$ cat src/rtl/nlprg_pkg.sv
// Shared definitions for the PRNG word scheduler: FSM encoding and default sizes.
package nlprg_pkg;

    localparam int NLPRG_N_DEF    = 4;
    localparam int NLPRG_NREQ_DEF = 4;

    typedef enum logic {
        S_INIT = 1'b0,
        S_RUN  = 1'b1
    } state_e;

endpackage

$ cat src/rtl/nlprg_rr_arb.sv
// Combinational round-robin arbiter: picks the first requester above last_granted.
module nlprg_rr_arb
    import nlprg_pkg::*;
#(
    parameter int NREQ = NLPRG_NREQ_DEF,
    parameter int LGW  = (NREQ > 1) ? $clog2(NREQ) : 1
) (
    input  logic [NREQ-1:0] req,
    input  logic [LGW-1:0]  last_granted,
    output logic [NREQ-1:0] winner
);

    logic [LGW-1:0] idx;

    // Walk the search order from farthest to nearest so the nearest requester is written last.
    always_comb begin
        // NOTE: every combinational output gets a default first; a path that leaves it unassigned infers a latch.
        winner = '0;
        idx    = '0;
        for (int k = NREQ; k >= 1; k--) begin
            idx = LGW'((int'(last_granted) + k) % NREQ);
            if (req[idx]) begin
                winner = {{(NREQ-1){1'b0}}, 1'b1} << idx;
            end
        end
    end

endmodule

$ cat src/rtl/nlprg_sched.sv
// Hands out words of an external PRNG to round-robin requesters, one word per cycle,
// while checking that the PRNG returns to its start value after exactly 2^N steps.
module nlprg_sched
    import nlprg_pkg::*;
#(
    parameter int N    = NLPRG_N_DEF,
    parameter int NREQ = NLPRG_NREQ_DEF
) (
    input  logic            ck,
    input  logic            rst_n,
    input  logic [NREQ-1:0] req,
    output logic [NREQ-1:0] gnt,
    output logic [N-1:0]    rnd,
    output logic            rnd_vld,
    output logic            prng_en,
    input  logic [N-1:0]    prng_o,
    output logic            period_ok,
    output logic            period_err
);

    localparam int       LGW    = (NREQ > 1) ? $clog2(NREQ) : 1;
    localparam logic [N:0] PERIOD = {1'b1, {N{1'b0}}};

    state_e          state_q, state_d;
    logic [N-1:0]    start_val_q, start_val_d;
    logic [N:0]      scnt_q, scnt_d;
    logic [LGW-1:0]  last_granted_q, last_granted_d;
    logic [NREQ-1:0] gnt_q, gnt_d;
    logic [N-1:0]    rnd_q, rnd_d;
    logic            rnd_vld_q, rnd_vld_d;
    logic            period_ok_q, period_ok_d;
    logic            period_err_q, period_err_d;

    logic [NREQ-1:0] winner;
    logic [LGW-1:0]  win_idx;
    logic            checking;

    nlprg_rr_arb #(
        .NREQ (NREQ),
        .LGW  (LGW)
    ) u_arb (
        .req          (req),
        .last_granted (last_granted_q),
        .winner       (winner)
    );

    // The PRNG steps on exactly the edges where a word is handed out.
    assign prng_en = (state_q == S_RUN) && (|req);

    always_comb begin
        win_idx = '0;
        for (int i = 0; i < NREQ; i++) begin
            if (winner[i]) begin
                win_idx = LGW'(i);
            end
        end
    end

    assign checking = !period_ok_q && !period_err_q && (scnt_q != '0);

    always_comb begin
        // NOTE: combinational logic uses blocking '=' so later statements see the updated value.
        state_d        = state_q;
        start_val_d    = start_val_q;
        scnt_d         = scnt_q;
        last_granted_d = last_granted_q;
        gnt_d          = '0;
        rnd_d          = rnd_q;
        rnd_vld_d      = 1'b0;
        period_ok_d    = period_ok_q;
        period_err_d   = period_err_q;

        case (state_q)
            S_INIT: begin
                start_val_d = prng_o;
                state_d     = S_RUN;
            end
            S_RUN: begin
                if (|req) begin
                    gnt_d          = winner;
                    rnd_d          = prng_o;
                    rnd_vld_d      = 1'b1;
                    last_granted_d = win_idx;
                end
                if (prng_en && !period_ok_q && !period_err_q && (scnt_q != PERIOD)) begin
                    scnt_d = scnt_q + 1'b1;
                end
                // Back at the start value: good only if exactly a full period elapsed.
                if (checking) begin
                    if (prng_o == start_val_q) begin
                        if (scnt_q == PERIOD) begin
                            period_ok_d = 1'b1;
                        end else begin
                            period_err_d = 1'b1;
                        end
                    end else if (scnt_q == PERIOD) begin
                        period_err_d = 1'b1;
                    end
                end
            end
        endcase
    end

    always_ff @(posedge ck or negedge rst_n) begin
        // NOTE: every flop here is small control state, so all get an async reset value; sequential logic uses '<='.
        if (!rst_n) begin
            state_q        <= S_INIT;
            start_val_q    <= '0;
            scnt_q         <= '0;
            last_granted_q <= LGW'(NREQ - 1);
            gnt_q          <= '0;
            rnd_q          <= '0;
            rnd_vld_q      <= 1'b0;
            period_ok_q    <= 1'b0;
            period_err_q   <= 1'b0;
        end else begin
            state_q        <= state_d;
            start_val_q    <= start_val_d;
            scnt_q         <= scnt_d;
            last_granted_q <= last_granted_d;
            gnt_q          <= gnt_d;
            rnd_q          <= rnd_d;
            rnd_vld_q      <= rnd_vld_d;
            period_ok_q    <= period_ok_d;
            period_err_q   <= period_err_d;
        end
    end

    assign gnt        = gnt_q;
    assign rnd        = rnd_q;
    assign rnd_vld    = rnd_vld_q;
    assign period_ok  = period_ok_q;
    assign period_err = period_err_q;

endmodule

$ cat config.mk
export PLATFORM = sky130hd
export DESIGN_NAME = nlprg_sched
export DESIGN_NICKNAME = d
export VERILOG_FILES = /design/src/rtl/nlprg_pkg.sv /design/src/rtl/nlprg_rr_arb.sv /design/src/rtl/nlprg_sched.sv
export SDC_FILE = /design/constraint.sdc
export NUM_CORES = 1
export LEC_CHECK = 0
export BUFFER_PORTS_ARGS = -buffer_cell sky130_fd_sc_hd__buf_2
export CELL_PAD_IN_SITES_DETAIL_PLACEMENT = 1
export CELL_PAD_IN_SITES_GLOBAL_PLACEMENT = 2
export CORE_MARGIN = 2
export CORE_UTILIZATION = 36
export DETAILED_ROUTE_END_ITERATION = 10
export PLACE_DENSITY = 0.82
export SETUP_SLACK_MARGIN = 0.1
export SLEW_MARGIN = 10
export SYNTH_ARGS = -nofsm -noshare
export SYNTH_HDL_FRONTEND = slang
export SYNTH_SLANG_ARGS = --single-unit
export TNS_END_PERCENT = 30
$ cat constraint.sdc
create_clock -name ck -period 3.35 [get_ports ck]
set_input_delay 0.335 -clock ck [delete_from_list [all_inputs] [get_ports ck]]
set_output_delay 0.335 -clock ck [all_outputs]
set_load 0.005 [all_outputs]
After elaboration in Yosys (flattened, before gate mapping)
Cells that the tools add are included.
{ "op_classes": {"n_reduce_logical": 15, "addsub": 5, "div_mod_pow": 0, "shift": 4, "n_mul": 0, "order_cmp": 4, "mux": 22, "bitwise": 0, "eq_ne": 4} }
{ "ops": {"columns": ["cell", "n"], "rows": [
  ["$mux W4", 6],
  ["$shl A1 B2 Y4 const A", 4],
  ["$lt A2 B3 Y1 const B", 4],
  ["$mux W1", 10],
  ["$bmux W1 S2", 4],
  ["$reduce_and A4 Y1", 2],
  ["$logic_and A1 B1 Y1", 6],
  ["$add A5 B1 Y5 const B", 1],
  ["$eq A5 B5 Y1 const B", 1],
  ["$ne A5 B5 Y1 const B", 1],
  ["$reduce_bool A5 Y1", 1],
  ["$add A2 B1 Y2 const B", 2],
  ["$add A2 B2 Y2 const B", 2],
  ["$eq A4 B4 Y1", 1],
  ["$mux W2", 2],
  ["$reduce_and A2 Y1", 2],
  ["$reduce_or A4 Y1", 1],
  ["$logic_not A1 Y1", 2],
  ["$ne A2 B2 Y1 const B", 1],
  ["$reduce_bool A2 Y1", 1]
]} }
{ "totals": {"latch_bits": 0, "n_memories": 0, "in_bits": 10, "ramBits": 0, "mem_bits_ro": 0, "reg_bits": 23} }

Logic depth before layout (Yosys ltp)
Gate-level depths: netlist of the first run.
{ "depth": {"word_depth": 10, "ltp_mapped": 9} }

Cells and area by module
Synthesis of the first run repeated with hierarchy kept, for this count alone.
{ "unflattened": {"hier_cells": 121, "area_unflattened_um2": 1438.9} }
{ "by_module_without_submodules": {"columns": ["module", "area_each_um2", "cells_each", "n_inst", "seq_area_each_um2"], "rows": [
  ["nlprg_sched", 1026.0, 76, 1, 578.1],
  ["nlprg_rr_arb", 412.9, 45, 1, 0.0]
]} }

Worst setup path after synthesis of the first run
No wires, ideal clock.
{ "synth_path": {"path_kind": "reg2reg", "from": "register last_granted_q[0]", "to": "register last_granted_q[0]", "stages_incl_launch_ff": 10, "path_slack_ps": 840, "required_ps": 3267, "setup_ps": 83, "path_buffers": 2, "arrival_time_ps": 2427, "path_cell_list": "dfstp_2 -> buf_6 -> buf_2 -> inv_1 -> ha_1 -> mux2_2 -> and3_1 -> a2111oi_1 -> o21ai_1 -> a221o_1"} }
{ "synth_via": {"elab_chain_cells": 10, "word_cells_on_any_way": 23, "classes_between": "add/sub (4); shift (4); mux (15)"} }
{ "synth_lines": {"columns": ["item", "line_no", "text"], "rows": [
  ["start, declared", "nlprg_sched.sv:27", "logic [LGW-1:0] last_granted_q, last_granted_d;"],
  ["start signal, assigned", "nlprg_sched.sv:110", "last_granted_q <= LGW'(NREQ - 1);"],
  ["start signal, assigned", "nlprg_sched.sv:120", "last_granted_q <= last_granted_d;"],
  ["$add A2 B1 Y2", "nlprg_rr_arb.sv:21", "idx = LGW'((int'(last_granted) + k) % NREQ);"],
  ["$bmux W1 S2", "nlprg_rr_arb.sv:22", "if (req[idx]) begin"],
  ["$mux W1 (not written as such)", "nlprg_rr_arb.sv:22", null],
  ["$mux W4 (3 in series)", "nlprg_rr_arb.sv:22", null],
  ["$mux W4 (*)", "nlprg_rr_arb.sv:22", null],
  ["$mux W1", "nlprg_sched.sv:53", "if (winner[i]) begin"],
  ["$mux W2", "nlprg_sched.sv:53", null],
  ["$mux W2 (*)", "nlprg_sched.sv:53", null]
]} }
Every way passes the cells marked *; elsewhere a longest branch is shown, timed or not. The select of a mux whose other input is x is not followed.
A chain may end at the register's enable or synchronous reset.

Worst setup path in the final report of the first run
Ends and elaborated chain as after synthesis.

==> run metrics, run 1 <==
largest net degree at the start of global routing 24; Critical Path AT 2.89 ns; area grow syn2layout 13.3%; GR Overflow Total 0; DIE AREA 4460 µm²; asr flop ratio synth 1.00; worst skew pair latency 0.27 ns; CP Launch Point last_granted_q[0]$_DFFE_PN1N_; Max-Cap Viols 0; post-cts hold buffer count 0; Setup Skew 0.00790 ns; Setup Buffers After CTS 0; routability cong. 0.804; reg2reg setup slack 0.67 ns; status complete, no violations; Post-DP Area between 1500 and 2000 µm²; RSZ-0062 raised after global routing false; post-route design area about 1600 µm²; CP Launch Type flip-flop; sequence of cells on the critical path inv_1 -> ha_1 -> mux2_2 -> and3_1 -> a2111oi_1 -> o21ai_1 -> a221o_1; worst slew pin tran 0.596 ns; Synth Instances ~130; GRT Total Usage 0.155; H-tree depth 1; Crit path max-delay family flip-flops; clk slew on worst S/H paths 0.08 ns; first-pass GRT wire length 5220 µm; final hold vios 0; Yosys cell types 42; Longest Clk Path Bufs 2; Antenna Nets Post-Route 0; Die W 66.8 µm; # rows 22; WP buf/inv 1; Final WS setup 0.668 ns; TritonCTS clock tree yes; vias post-DR 1058; Fmax between 300 and 400 MHz; Worst R2R Path Depth 7; post-DR vias/cell 5.29; Die Y-Extent 66.8 µm; total CTS buffers 3; routed len/inst 15.3 µm; # resized after CTS 0; share of post-route cells with drive strength above 1 0.276; Worst path max stage delay 0.76 ns; Num Clock Sinks 23; final setup violation count 0; Synthesis Warnings 0; VDD IR max 0.206 mV; total power 1090 µW; ys flop type dfrtp_1; Inserted Diodes 0; max-slew violations 0; Seq. cell area slightly below 600 µm²; PwrDens 678 nW/µm²; Max FO, Critical Path 18; CTS Root Cell clkbuf_8; detailed placement HPWL 2290 µm; # IOs 22; Crit path required time 3.55 ns; Synth Cell Area about 1400 µm²; Place WS roughly 0.66 ns; RR Endpoint last_granted_q[0]$_DFFE_PN1N_; Post-synth EDFFs 0; final-layout fill cell count 444; critical path class flip-flop to flip-flop; area of the multi-input gates 776 µm²; Worst Hold Class primary input to async pin; register area share after synthesis 0.408; min Tclk post-route 2.68 ns; Critical R2R Launch last_granted_q[0]$_DFFE_PN1N_; post-route DRC violation count 0; period utilization 0.801; CP Capture Type flip-flop; Mean Syn Cell Area 10.8 µm²; post-layout util 0.432; number of detailed-route iterations in the first pass 4; Slowest cell on crit path dfstp_2; # nets final 172; synthesized flop and latch total 23; Core Box Area 3720 µm²; Slew Limit Headroom 0.600; Starting DRT DRC Count 23; I/O Buffers 21; Net Count, Synth 150; initial antenna violation count 0; sum of negative setup slack 0 ns; Initial Utilization 0.381; number of global-route vias before repair 1111; Lkg Pwr 0.000742 µW; Routed Wire Length 3060 µm
-- power breakdown --
part / internal (µW) / switching [µW]
combinational: 243 / 275
sequential: 331 / 69.1
clock: 83.1 / 88.6
total: 657 / 433
-- per-layer routing --
metal / vias up / share of wire / global-route usage
li1: 507 / - / -
met1: 530 / 0.45 / 0.201
met2: 18 / 0.51 / 0.266
met3: 3 / 0.036 / 0.0405
met4: 0 / 0.0036 / 0.0153
met5: - / 0 / 0
-- final cells by class --
cell class	count	share of cell area
clock buffer	3	0.0257
clock inverter	1	0.00312
inverter	9	0.0210
multi-input combinational	94	0.483
sequential	23	0.360
tap	48	0.0374
timing repair buffer	22	0.0701
-- placed cells by master, fill, tap and decap left out, drive strengths merged, types with 2 or more instances in the layout --
cell and n:
a2111oi 2, a21oi 3, and3 2, buf 22
clkbuf 3, clkinv 3, dfrtp 21, dfstp 2
ha 9, inv 7, mux2 6, mux2i 5
mux4 4, nand2 21, nand2b 2, nand3 3
nand4 3, nor3b 2, nor4 2, o211ai 3
o21ai 5, o22ai 2, xnor2 4, xor2 4
-- registers in the layout (all words and copies together), names as in the netlist --
signal and flops:
start_val_q 4, period_ok 1, rnd_vld 1, rnd 4, scnt_q 5, period_err 1
last_granted_q 2, gnt 4, state_q 1
-- kinds of logic after synthesis --
family / share of synthesized area
flip-flops: 0.408
other: 0.00265
multiplexers: 0.149
AO/OA/AOI/OAI: 0.116
buffers and inverters: 0.0450
AND/OR/NAND/NOR: 0.151
XOR/XNOR: 0.0494
adder cells (fa/ha/maj): 0.0794
-- Yosys cell counts, drive strengths merged (3+ instances only) --
master | instances | area [µm²]
ha | 9 | 113
mux4 | 4 | 93.8
mux2i | 5 | 50.1
inv | 7 | 26.3
buf | 4 | 26.3
xnor2 | 4 | 35.0
dfrtp | 21 | 526
nand4 | 3 | 18.8
nand2 | 21 | 78.8
a21oi | 3 | 15.0
mux2 | 6 | 67.6
o211ai | 3 | 22.5
xor2 | 4 | 35.0
o21ai | 5 | 25.0
nand3 | 3 | 15.0
-- worst max path at each step --
stage | cells after the start | slack, ns | end
final | 7 | 0.67 | last_granted_q[0]$_DFFE_PN1N_
after global routing | 7 | 0.49 | last_granted_q[0]$_DFFE_PN1N_
after CTS | 7 | 0.65 | last_granted_q[0]$_DFFE_PN1N_
after detailed placement | 7 | 0.66 | last_granted_q[0]$_DFFE_PN1N_
after global placement | 7 | 0.80 | last_granted_q[0]$_DFFE_PN1N_
after floorplan | 9 | 0.84 | last_granted_q[0]$_DFFE_PN1N_
-- stage by stage --
step	hold slack [ns]	instances
final	0.0224	200
after global routing	0.0496	200
after CTS	0.0402	200
after detailed placement	0.334	196
after global placement	0.326	196
after floorplan	0.0394	131
(Power assumes the default switching activity.)
==> inputs of run 2 (changes only) <==
ABC_AREA = 1   (was unset)
CORE_UTILIZATION = 32   (was 36)
PLACE_DENSITY = 0.81   (was 0.82)
clock period = 2.5 ns   (was 3.35 ns; I/O delays follow)
==> run 2 against run 1 <==
Effect of this change: clock power increased by 35%; combinational power rose by 65%; area after synthesis decreased by 1.7%; die area increased by 10%; design area grew 0.55%; total power is 45% higher; register-to-register slack got worse by 0.18 ns.
==> run metrics, run 2 <==
total CTS buffers 3 (unchanged); hold path depth 3; Hold Crit Start prng_o[1]; Initial Utilization 0.327 (-0.0546); CP Capture Type flip-flop; number of detailed-route iterations in the first pass 4 (unchanged); Critical Path AT 2.21 ns (-0.68 ns); VDD IR max 0.277 mV (+35%); reg2reg setup slack 0.49 ns (-0.18 ns); most frequent cell after synthesis nand2_1; Die W 70 µm (+4.9%); top post-synthesis cells by area dfrtp_1, nand2_1, ha_1; min Tclk post-route 2.01 ns (-0.675 ns); Yosys cell types 27 (-36%); # IOs 22 (unchanged); Post-DP Area 1560 µm² (about the same); Synth Cell Area 1390 µm² (-1.7%); period utilization 0.803 (+0.00238); Slew Limit Headroom 0.648 (+0.0483); # nets final 217 (+26%); asr flop ratio synth 1.00 (unchanged); # rows 24 (+9.1%); Worst Hold Class primary input to flip-flop; GRT Total Usage 0.146 (-0.00911); Post-synth top cells nand2_1, inv_1, dfrtp_1; RR Endpoint last_granted_q[1]$_DFFE_PN1N_; clk slew on worst S/H paths 0.08 ns (about the same); worst slew pin tran 0.528 ns (-0.0674 ns); Synth top area share 0.377 (+0.00632); area grow syn2layout 15.9%; post-route DRC violation count 0 (unchanged); share of post-route cells with drive strength above 1 0.218 (-0.0580); routed len/inst 13.1 µm (-14%); most common cell after layout, fill and taps aside nand2_1; largest net degree at the start of global routing 24 (unchanged); register area share after synthesis 0.415 (+0.00695); Synth area leader dfrtp_1; Crit path required time 2.71 ns (-0.84 ns); max FFs per register 5 (unchanged); commonest non-fill, non-tap cells in the layout nand2_1, inv_1, dfrtp_1, buf_2, nand3_1; Critical R2R Launch last_granted_q[1]$_DFFE_PN1N_; ys flop type dfrtp_1; Top reg by flops scnt_q; synthesized flop and latch total 23 (unchanged); Max-Cap Viols 0 (unchanged); final setup violation count 0 (unchanged); Setup Buffers After CTS 0 (unchanged); # resized after CTS 0 (unchanged); sum of negative setup slack 0 ns (unchanged); Lkg Pwr 0.000885 µW (+19%); Hold Crit Endpoint start_val_q[1]$_DFFE_PN0N_; Post-synth EDFFs 0 (unchanged); worst skew pair latency 0.26 ns (about the same); Fmax 498 MHz (+34%); Synth Instances 172 (+31%); GR Overflow Total 0 (unchanged); DIE AREA 4900 µm² (+10%); Core Box Area 4260 µm² (+15%); final-layout fill cell count 521 (+17%); Setup Skew 0.00314 ns (-0.00476 ns); Place WS 0.495 ns (-0.163 ns); Worst R2R Path Depth 11 (+4); initial antenna violation count 0 (unchanged); max-slew violations 0 (unchanged); first-pass GRT wire length 5780 µm (+11%); Mean Syn Cell Area 8.10 µm² (-25%); vias post-DR 1179 (+11%); H-tree depth 1 (unchanged); Longest Clk Path Bufs 2 (unchanged); Net Count, Synth 191 (+27%); status complete, no violations; CTS Root Cell clkbuf_8; critical path class flip-flop to flip-flop; number of global-route vias before repair 1230 (+11%); Routed Wire Length 3260 µm (+6.6%); Antenna Nets Post-Route 0 (unchanged); Die Y-Extent 70 µm (+4.9%); detailed placement HPWL 2630 µm (+15%); Max FO, Critical Path 7 (-11); RSZ-0062 raised after global routing false; Starting DRT DRC Count 22 (-4.3%); CP Launch Type flip-flop; Synthesis Warnings 0 (unchanged); Final WS setup 0.493 ns (-0.175 ns); final hold vios 0 (unchanged); Inserted Diodes 0 (unchanged); PwrDens 978 nW/µm² (+44%); post-DR vias/cell 4.73 (-10%); post-route design area 1620 µm² (+0.55%); I/O Buffers 21 (unchanged); TritonCTS clock tree yes; routability cong. 0.772 (-4.1%); Num Clock Sinks 23 (unchanged)
-- run 2: cell count changes in the layout (fill, tap and decap cells not counted), sizes merged, moves of 3 or more --
cell	change
a21oi	+3
inv	+23
mux2	-6
mux2i	-5
mux4	-4
nand2	+23
nand3	+16
nor2	+6
o211ai	-3
o21ai	+10
-- run 2: metrics by stage --
stage | cells | total power, µW | utilization | hold slack, ns
final | 249 | 1580 | 0.379 | 0.260
after global placement | 244 | 1330 | 0.366 | 0.261
after global routing | 249 | 1750 | 0.379 | 0.288
after CTS | 249 | 1600 | 0.379 | 0.251
after floorplan | 172 | 1130 | - | -0.0456
after detailed placement | 244 | 1360 | 0.366 | 0.264
-- run 2: worst max path at each step --
stage                                        startpoint                             to  slack [ns]
after global routing      last_granted_q[1]$_DFFE_PN1N_  last_granted_q[1]$_DFFE_PN1N_        0.33
final                     last_granted_q[1]$_DFFE_PN1N_  last_granted_q[1]$_DFFE_PN1N_        0.49
after detailed placement  last_granted_q[1]$_DFFE_PN1N_  last_granted_q[1]$_DFFE_PN1N_        0.50
after global placement    last_granted_q[1]$_DFFE_PN1N_  last_granted_q[1]$_DFFE_PN1N_        0.59
after floorplan           last_granted_q[1]$_DFFE_PN1N_  last_granted_q[0]$_DFFE_PN1N_        0.78
after CTS                 last_granted_q[1]$_DFFE_PN1N_  last_granted_q[1]$_DFFE_PN1N_        0.47
-- run 2: layer usage --
| layer | part of all wire | wire [µm] | track usage |
|---|---|---|---|
| met3 | 0.017 | 55 | 0.0173 |
| met5 | 0 | 0 | 0 |
| met1 | 0.49 | 1600 | 0.197 |
| met2 | 0.48 | 1580 | 0.247 |
| met4 | 0.0077 | 25 | 0.0385 |
-- run 2: cell families (layout without fill, tap and decap cells) --
kind of cell,count (synthesis),after routing,share of synthesized area
AO/OA/AOI/OAI,23,23,0.0979
XOR/XNOR,5,5,0.0314
adder cells (fa/ha/maj),9,9,0.0808
buffers and inverters,31,56,0.0844
flip-flops,23,23,0.415
other,1,1,0.00269
AND/OR/NAND/NOR,80,80,0.288
-- run 2: worst max-delay path, stage by stage (launching register included) --
cell and delay [ns]:
dfstp_2 0.61, inv_1 0.15, ha_1 0.35, inv_1 0.10, nand3_2 0.13, nand2_2 0.13
nand3_1 0.10, nand2_1 0.12, nand2_1 0.06, nand2_1 0.06, nand2_1 0.06, nand3_1 0.09
-- run 2: power by group --
| part | total, µW | leakage [µW] | switching (µW) | internal (µW) |
|---|---|---|---|---|
| Clock | 232 | 0.0000255 | 120 | 111 |
| Sequential | 494 | 0.000272 | 53.9 | 440 |
| Combinational | 854 | 0.000588 | 553 | 301 |
-- run 2: area by class of cell --
class | count | area, µm² | area share
clock inverters | 1 | 5.00 | 0.00310
repair buffers | 22 | 115 | 0.0713
multi-input cells | 118 | 698 | 0.432
inverters | 30 | 113 | 0.0697
well taps | 52 | 65.1 | 0.0403
flip-flops and latches | 23 | 578 | 0.358
clock buffers | 3 | 41.3 | 0.0256
-- run 2: what timing repair did --
action	CTS	global route
hold endpoints to repair	21	0
setup endpoints to repair	0	0
hold buffers	1	0
==> inputs of run 3 (changes only) <==
CORE_UTILIZATION = 29   (was 32)
PLACE_DENSITY = 0.78   (was 0.81)
clock period = 1.6 ns   (was 2.5 ns; I/O delays follow)
==> run 3 against run 2 <==
Effect of this change: the flow now finishes with violations (setup timing); first-iteration DRC count is 14% lower; sequential power is 49% higher; highest routed layer unchanged; via count is 5.1% higher; combinational power is 140% higher; global-route usage is 0.24 points lower; non-clock buffer count is 9 higher; largest cell class unchanged; sequential cell count stayed put; critical path depth is 1 lower; final cell count is 4.4% higher; wire length is 9.3% higher; largest power group unchanged; count of clock-buffer cells in the layout stayed put.
==> run metrics, run 3 (same netlist as run 2, synthesis figures left out) <==
CTS Root Cell clkbuf_8; period utilization 1.03 (+0.223); Top Layer Used met4; initial antenna violation count 0 (unchanged); Critical Path AT 1.84 ns (-0.37 ns); Max FO, Critical Path 5 (-2); power share of the sequential group 0.235 (-0.078); Final WS setup -0.0416 ns (-0.534 ns); Inserted Diodes 0 (unchanged); area of the multi-input gates 867 µm² (+24%); Core Box Area 4690 µm² (+10%); wire length on met3 57 µm (+3.6%); Top cell by count, worst path nand2_1; CP Capture Type flip-flop; PwrDens 1680 nW/µm² (+72%); Top reg by flops scnt_q; GR Overflow Total 0 (unchanged); reg2reg setup slack -0.04 ns (-0.53 ns); share of post-route cells with drive strength above 1 0.388 (+0.170); GRT Total Usage 0.143 (-0.00236); Fmax 609 MHz (+22%); RR Endpoint last_granted_q[0]$_DFFE_PN1N_; Starting DRT DRC Count 19 (-14%); DIE AREA 5380 µm² (+9.7%); Cell Count, Final, Fillers Out 260 (+4.4%); number of global-route vias before repair 1260 (+2.4%); Seq. cell area 578 µm² (unchanged); status complete, but fails checks; sequence of cells on the critical path inv_4 -> ha_4 -> inv_4 -> nand3_4 -> nand2_4 -> nand2_1 -> nand3_1 -> nand2_1 -> a21oi_1 -> nand2_1; DP Cell Count 253 (+3.7%); Antenna Nets Post-Route 0 (unchanged); final-layout fill cell count 572 (+9.8%); number of detailed-route iterations in the first pass 3 (-1); H-tree depth 1 (unchanged); Routed Wire Length 3560 µm (+9.3%); max-slew violations 0 (unchanged); final setup violation count 3 (+3); first-pass GRT wire length 5840 µm (+0.95%); RSZ-0062 raised after global routing true; Max-Cap Viols 0 (unchanged); Slowest cell on crit path dfstp_2; Worst path max stage delay 0.56 ns (-0.05 ns); Initial Utilization 0.297 (-0.0298); Hold Crit Endpoint start_val_q[1]$_DFFE_PN0N_; min Tclk post-route 1.64 ns (-0.366 ns); Worst Hold Class primary input to flip-flop; Critical R2R Launch last_granted_q[1]$_DFFE_PN1N_; Setup Skew 0.00590 ns (+0.00275 ns); Num Clock Sinks 23 (unchanged); TritonCTS clock tree yes; DR WL met2 1680 µm (+6.5%); most common cell after layout, fill and taps aside nand2_1; switching power total 1480 µW (+100%); vias post-DR 1239 (+5.1%); Longest Clk Path Bufs 2 (unchanged); largest net degree at the start of global routing 24 (unchanged); # rows 25 (+4.2%); failing checks setup timing; Internal 1660 µW (+95%); routability cong. 0.790 (+2.3%); # IOs 22 (unchanged); I/O Buffers 21 (unchanged); Hold Crit Start prng_o[1]; CP Launch Type flip-flop; total CTS buffers 3 (unchanged); Comb pwr share 0.648 (+0.107); post-DR vias/cell 4.77 (+0.64%); routed len/inst 13.7 µm (+4.7%); hold path depth 3 (unchanged); max FFs per register 5 (unchanged); detailed placement HPWL 2650 µm (+0.58%); Die Y-Extent 73.3 µm (+4.8%); critical path class flip-flop to flip-flop; Lkg Pwr 0.000953 µW (+7.7%); Crit path required time 1.80 ns (-0.91 ns); clk slew on worst S/H paths 0.09 ns (about the same); Switching Fraction 0.471 (+0.0105); post-route DRC violation count 0 (unchanged); # nets final 226 (+4.1%); Die W 73.3 µm (+4.8%); commonest non-fill, non-tap cells in the layout nand2_1, inv_1, dfrtp_1, buf_2; area grow syn2layout 33.6%; Slew Limit Headroom 0.641 (-0.00641); VDD IR max 0.617 mV (+120%); worst slew pin tran 0.538 ns (+0.00962 ns); clock share of power 0.117 (-0.030); post-layout util 0.397 (+0.0180); met1 wire length 1770 µm (+11%); final hold vios 0 (unchanged); Worst R2R Path Depth 10 (-1); worst skew pair latency 0.27 ns (about the same)
run 3: changes by cell type in the layout (fill, tap and decap cells not counted), sizes merged:
| cell | before | now |
|---|---|---|
| buf | 21 | 30 |
run 3: through the flow:
stage	hold slack (ns)	setup TNS, ns	instance area (µm²)	power [µW]	setup WS (ns)
after floorplan	-0.136	0	1410	1840	0.0301
after global placement	0.178	0	1630	2300	0.00604
after detailed placement	0.188	-0.0712	1630	2320	-0.0290
after CTS	0.161	-0.0244	1730	2820	-0.0185
after global routing	0.169	-0.518	1860	3410	-0.107
final	0.162	-0.0741	1860	3140	-0.0416
run 3: worst max-delay path by stage:
stage                                  start                            end  slack (ns)  depth (start not counted)
2_1_floorplan  last_granted_q[0]$_DFFE_PN1N_               gnt[0]$_DFF_PN0_        0.03                          8
3_3_place_gp   last_granted_q[0]$_DFFE_PN1N_  last_granted_q[1]$_DFFE_PN1N_       0.006                         11
3_5_place_dp   last_granted_q[1]$_DFFE_PN1N_  last_granted_q[1]$_DFFE_PN1N_       -0.03                         11
4_1_cts        last_granted_q[1]$_DFFE_PN1N_  last_granted_q[0]$_DFFE_PN1N_       -0.02                         10
5_1_grt        last_granted_q[1]$_DFFE_PN1N_               gnt[3]$_DFF_PN0_       -0.11                         10
6_report       last_granted_q[1]$_DFFE_PN1N_  last_granted_q[0]$_DFFE_PN1N_       -0.04                         10
run 3: what timing repair did:
| item | 4_1_cts | 5_1_grt |
|---|---|---|
| hold buffers | 1 | 0 |
| hold endpoints to repair | 21 | 0 |
| pin swaps | 6 | 15 |
| resized for setup | 9 | 32 |
| setup endpoints to repair | 6 | 11 |
| setup buffers | 0 | 2 |
run 3: area by class of cell:
type                    count  share of cell area
clock buffers               3              0.0222
multi-input cells         118               0.466
flip-flops and latches     23               0.310
well taps                  54              0.0363
repair buffers             31              0.0981
clock inverters             1             0.00269
inverters                  30              0.0645
run 3: worst max-delay path, delay by kind of cell, from the launching register on:
kind                     cells  cell delay [ns]
flip-flops                   1             0.56
AND/OR/NAND/NOR              6             0.51
buffers and inverters        2             0.11
adder cells (fa/ha/maj)      1             0.26
AO/OA/AOI/OAI                1             0.13
run 3: power groups by stage:
stage	sequential, µW	clock, µW	combinational, µW
floorplan	779	0	1060
global placement	744	0	1560
detailed placement	748	0	1570
CTS	737	387	1700
global route	745	405	2260
finish	736	367	2030
run 3: layer usage:
metal  vias to the layer above  track usage
li1                        614            -
met1                       606        0.198
met2                        14        0.230
met3                         5       0.0206
met4                         0       0.0485
met5                         -            0
